### config.mk
export PLATFORM = sky130hd
export DESIGN_NAME = uart_tx_frame
export DESIGN_NICKNAME = d
export VERILOG_FILES = /design/src/rtl/uart_tx_frame.sv
export SDC_FILE = /design/constraint.sdc
export NUM_CORES = 1
export LEC_CHECK = 0
export ABC_AREA = 1
export CAP_MARGIN = 20
export CELL_PAD_IN_SITES_DETAIL_PLACEMENT = 0
export CELL_PAD_IN_SITES_GLOBAL_PLACEMENT = 1
export CORE_ASPECT_RATIO = 1.4
export CORE_MARGIN = 4
export CORE_UTILIZATION = 39
export DETAILED_ROUTE_END_ITERATION = 8
export PLACE_DENSITY_LB_ADDON = 0.1
export SETUP_SLACK_MARGIN = 0.02
export SYNTH_ARGS = -nofsm -noshare
export SYNTH_HDL_FRONTEND = slang
export SYNTH_SLANG_ARGS = --single-unit
### constraint.sdc
create_clock -name clk -period 1.7 [get_ports clk]
set_clock_uncertainty 0.05 [all_clocks]
set_input_delay 0.255 -clock clk [delete_from_list [all_inputs] [get_ports clk]]
set_output_delay 0.255 -clock clk [all_outputs]
set_load 0.01 [all_outputs]
### src/rtl/uart_tx_frame.sv
// UART transmit frame builder: latches one word per request and serializes
// start, data (LSB first), optional parity and 1 or 2 stop bits on baud_tick.
module uart_tx_frame #(
   parameter int DATA_WIDTH = 8
) (
   input  logic                  clk,
   input  logic                  reset_n,
   input  logic                  baud_tick,
   input  logic                  send,
   input  logic [DATA_WIDTH-1:0] data_in,
   input  logic [1:0]            parity_type,
   input  logic                  stop_bits,
   output logic                  tx,
   output logic                  busy,
   output logic                  done
);

   localparam int CNT_W = (DATA_WIDTH > 1) ? $clog2(DATA_WIDTH) : 1;
   localparam logic [CNT_W-1:0] LAST_BIT = CNT_W'(DATA_WIDTH - 1);

   typedef enum logic [2:0] {
      S_IDLE,
      S_WAIT,
      S_START,
      S_DATA,
      S_PARITY,
      S_STOP
   } state_t;

   state_t                state, state_nxt;
   logic [DATA_WIDTH-1:0] data_reg, data_nxt;
   logic [1:0]            ptype_reg, ptype_nxt;
   logic                  stop2_reg, stop2_nxt;
   logic [CNT_W-1:0]      bit_cnt, bit_cnt_nxt;
   logic                  stop_cnt, stop_cnt_nxt;
   logic                  tx_nxt, busy_nxt, done_nxt;
   logic [CNT_W-1:0]      bit_inc;

   // 01 selects odd parity, 10 even; the other encodings carry no parity bit.
   function automatic logic has_parity(input logic [1:0] ptype);
      return (ptype == 2'b01) || (ptype == 2'b10);
   endfunction

   function automatic logic parity_bit(input logic [DATA_WIDTH-1:0] d,
                                       input logic [1:0] ptype);
      return (ptype == 2'b01) ? ~^d : ^d;
   endfunction

   assign bit_inc = bit_cnt + 1'b1;

   always_comb begin
      state_nxt    = state;
      data_nxt     = data_reg;
      ptype_nxt    = ptype_reg;
      stop2_nxt    = stop2_reg;
      bit_cnt_nxt  = bit_cnt;
      stop_cnt_nxt = stop_cnt;
      tx_nxt       = tx;
      busy_nxt     = busy;
      done_nxt     = 1'b0;

      case (state)
         S_IDLE: begin
            tx_nxt   = 1'b1;
            busy_nxt = 1'b0;
            // A tick arriving with the request is ignored; WAIT needs a later one.
            if (send && !busy) begin
               data_nxt     = data_in;
               ptype_nxt    = parity_type;
               stop2_nxt    = stop_bits;
               bit_cnt_nxt  = '0;
               stop_cnt_nxt = 1'b0;
               busy_nxt     = 1'b1;
               state_nxt    = S_WAIT;
            end
         end
         S_WAIT: begin
            if (baud_tick) begin
               tx_nxt    = 1'b0;
               state_nxt = S_START;
            end
         end
         S_START: begin
            if (baud_tick) begin
               tx_nxt      = data_reg[0];
               bit_cnt_nxt = '0;
               state_nxt   = S_DATA;
            end
         end
         S_DATA: begin
            if (baud_tick) begin
               if (bit_cnt == LAST_BIT) begin
                  stop_cnt_nxt = 1'b0;
                  if (has_parity(ptype_reg)) begin
                     tx_nxt    = parity_bit(data_reg, ptype_reg);
                     state_nxt = S_PARITY;
                  end else begin
                     tx_nxt    = 1'b1;
                     state_nxt = S_STOP;
                  end
               end else begin
                  bit_cnt_nxt = bit_inc;
                  tx_nxt      = data_reg[bit_inc];
               end
            end
         end
         S_PARITY: begin
            if (baud_tick) begin
               tx_nxt       = 1'b1;
               stop_cnt_nxt = 1'b0;
               state_nxt    = S_STOP;
            end
         end
         S_STOP: begin
            if (baud_tick) begin
               tx_nxt = 1'b1;
               if (stop2_reg && !stop_cnt) begin
                  stop_cnt_nxt = 1'b1;
               end else begin
                  done_nxt  = 1'b1;
                  busy_nxt  = 1'b0;
                  state_nxt = S_IDLE;
               end
            end
         end
         default: begin
            tx_nxt    = 1'b1;
            busy_nxt  = 1'b0;
            state_nxt = S_IDLE;
         end
      endcase
   end

   always_ff @(posedge clk or negedge reset_n) begin
      if (!reset_n) begin
         state     <= S_IDLE;
         data_reg  <= '0;
         ptype_reg <= '0;
         stop2_reg <= 1'b0;
         bit_cnt   <= '0;
         stop_cnt  <= 1'b0;
         tx        <= 1'b1;
         busy      <= 1'b0;
         done      <= 1'b0;
      end else begin
         state     <= state_nxt;
         data_reg  <= data_nxt;
         ptype_reg <= ptype_nxt;
         stop2_reg <= stop2_nxt;
         bit_cnt   <= bit_cnt_nxt;
         stop_cnt  <= stop_cnt_nxt;
         tx        <= tx_nxt;
         busy      <= busy_nxt;
         done      <= done_nxt;
      end
   end

endmodule

==> metrics.yaml <==
outcome:
  outcome: "finished, final reports clean"
timing:
  post-route-min-period_ns: 1.62
  tightestPinTransition_ns: 0.300
  slew_viol_final: 0
  worst_slack_ns: 0.0835
  fin_crit_sh_pct: 95.1
  hold_viol_final: 0
  setup_viol: 0
  setup_tns_ns: 0
  rsz0062_at_grt: "false"
  slew_headroom_pct: 79.8
  max_clock_freq_mhz: 619
die:
  row_count: 24
  die_y_um: 74.9
  dieArea_um2: 4180
  core_um2: 3090
  die-width_um: 55.8
  num_io_pins: 18
  start_util_pct: 40.3
logic_synthesis:
  synth_top_family_by_area: "simple AND/OR/NAND/NOR gates"
  synth_compound_area_share_pct: 14.2
  postSynthCellCount: 162
  synthAdderAreaFrac_pct: 3.01
  synth-seq-cells: 21
  syn-num-nets: 180
  synth_mux_area_share_pct: 5.42
  synth_warnings: 0
  synth_cell_types: 22
  ys_seq_area_share_pct: 42.2
  postSynthAreaPerCell_um2: 7.70
  synth-xor-area-share_pct: 0.702
  netlist_area_um2: 1250
  synthSimpleGateAreaFrac_pct: 25.8
clock_network:
  clk_latency_ns: 0.26
  post_cts_buffers: 0
  cts_tree: "built"
  numCtsBuffers: 3
  cts.clk_slew.worst_paths_ns: 0.08
  clockRootBuffer: "clkbuf_8"
  htree_levels: 1
  clock_sinks: 21
  clockBufferDepth: 2
pwr:
  p_per_area_nw_per_um2: 1740
  leakage_uw: 0.000780
  vdd_drop_max_v: 0.000854
critical_path:
  cp_slowest_cell: "dfstp_2"
  worstSetupPathType: "flip-flop to output port"
  crit_chain: "clkdlybuf4s50_1"
  worstPathMaxFanout: 2
  cpLargestDelayFamily: "flip-flops"
  cp.required_ns: 1.39
  r2r_slack_ns: 0.17
  end_kind: "output port"
  slowest_delay_ns: 0.53
  startpoint_type: "flip-flop"
  rr_worst_depth: 5
  worstPathArrival_ns: 1.31
  worstReg2RegEnd: "data_reg[7]"
  rr_startpoint: "state[0]"
  path_buf_inv: 1
place:
  dp_cells: 220
  place_ws_ns: 0.0701
  port_buffers: 17
  place.gp.congestion: 0.762
  place_hpwl_mm: 2.08
layout:
  largest_reg_flops: 8
  fin_cells: 224
  drive_gt1_share_pct: 14.1
  final_nets: 204
  area_growth_pct: 22.3
  antenna_cells: 0
detailed_routing:
  drtAntennaViolNets: 0
  wirelength_mm: 2.51
  wl_per_cell_um: 11.2
  first_iter_violations: 36
  num_vias: 1062
  drc: 0
  drt_pre_antenna_iters: 4
  via_per_inst: 4.74
global_route:
  antenna_found_initial: 0
  gr-total-overflow: 0
  grt_pass1_wl_mm: 4.42
  grt_pass1_vias: 1051
  grt_max_degree: 22
  grt_usage_pct: 13.4
run:
  cap_viol_max_count: 0
hold_path:
  hold_path.class: "input pin to async pin"
-- through the flow --
step / area (um^2) / power (uW) / hold slack, ns / util (%)
detailed placement: 1480 / 2340 / 0.438 / 47.7
global placement: 1480 / 2300 / 0.431 / 47.7
floorplan: 1250 / 1980 / -0.0906 / -
global route: 1530 / 2950 / 0.315 / 49.3
CTS: 1520 / 2680 / 0.306 / 49.2
finish: 1530 / 2650 / 0.290 / 49.3
-- power by group --
group          total (uW)  switching, uW  leakage, uW  internal, uW
logic                1450            862     0.000502           590
clock network         328            161    0.0000228           167
registers             872            158     0.000255           714
-- repair_timing --
item                                    in CTS  in global routing
endpoints found under the setup margin       0                  6
hold buffers                                 0                  0
gates resized for setup                      0                  1
-- how the worst max path moves through the flow --
stage                     from        to  slack, ns  cells past startpoint
global placement     baud_tick  state[0]       0.03                      7
global route                tx        tx       0.04                      1
detailed placement   baud_tick  state[0]       0.07                      7
floorplan           bit_cnt[0]        tx       0.27                     10
finish                      tx        tx       0.08                      1
CTS                         tx        tx       0.07                      1
-- cell usage after synthesis, drive strengths merged --
master	n	area share (%)
ha	3	3.0
o21ai	17	7.4
nand3	7	2.8
a21oi	10	4.0
nor3	1	1.3
o211ai	2	1.2
mux2	6	5.4
dfstp	1	2.1
xor2	1	0.70
o31ai	2	1.6
inv	25	7.5
nand2	42	14
dfrtp	20	40
nor2	24	8.0
clkbuf	1	1.1
-- routing by layer --
layer / global-route usage, % / up-vias / part of all wire, %
met2: 26.4 / 19 / 55
li1: - / 562 / -
met4: 4.05 / 0 / 0.68
met5: 0 / - / 0
met1: 14.6 / 479 / 40
met3: 2.40 / 2 / 4.0
-- final cells by class --
cell class	count	area, um^2
Fill cell	315	1570
Tap cell	39	48.8
Inverter	25	93.8
Timing Repair Buffer	20	193
Sequential cell	21	527
Clock buffer	4	45.0
Multi-Input combinational cell	115	618
-- cells in the final DEF, fill, tap and decap left out, drive strengths merged --
cell type,n
a21oi,10
buf,3
clkbuf,4
clkdlybuf4s50,17
dfrtp,20
dfstp,1
ha,3
inv,25
mux2,6
nand2,42
nand3,7
nor2,24
nor3,1
o211ai,2
o21ai,17
o31ai,2
xor2,1
-- kinds of logic (layout without fill, tap and decap cells) --
logic type	after synthesis	in the layout
flip-flops	21	21
XOR/XNOR	1	1
AO/OA/AOI/OAI	31	31
AND/OR/NAND/NOR	74	74
adder cells (fa/ha/maj)	3	3
buffers and inverters	26	49
multiplexers	6	6
Note: power is estimated with default switching activity, not from simulation.
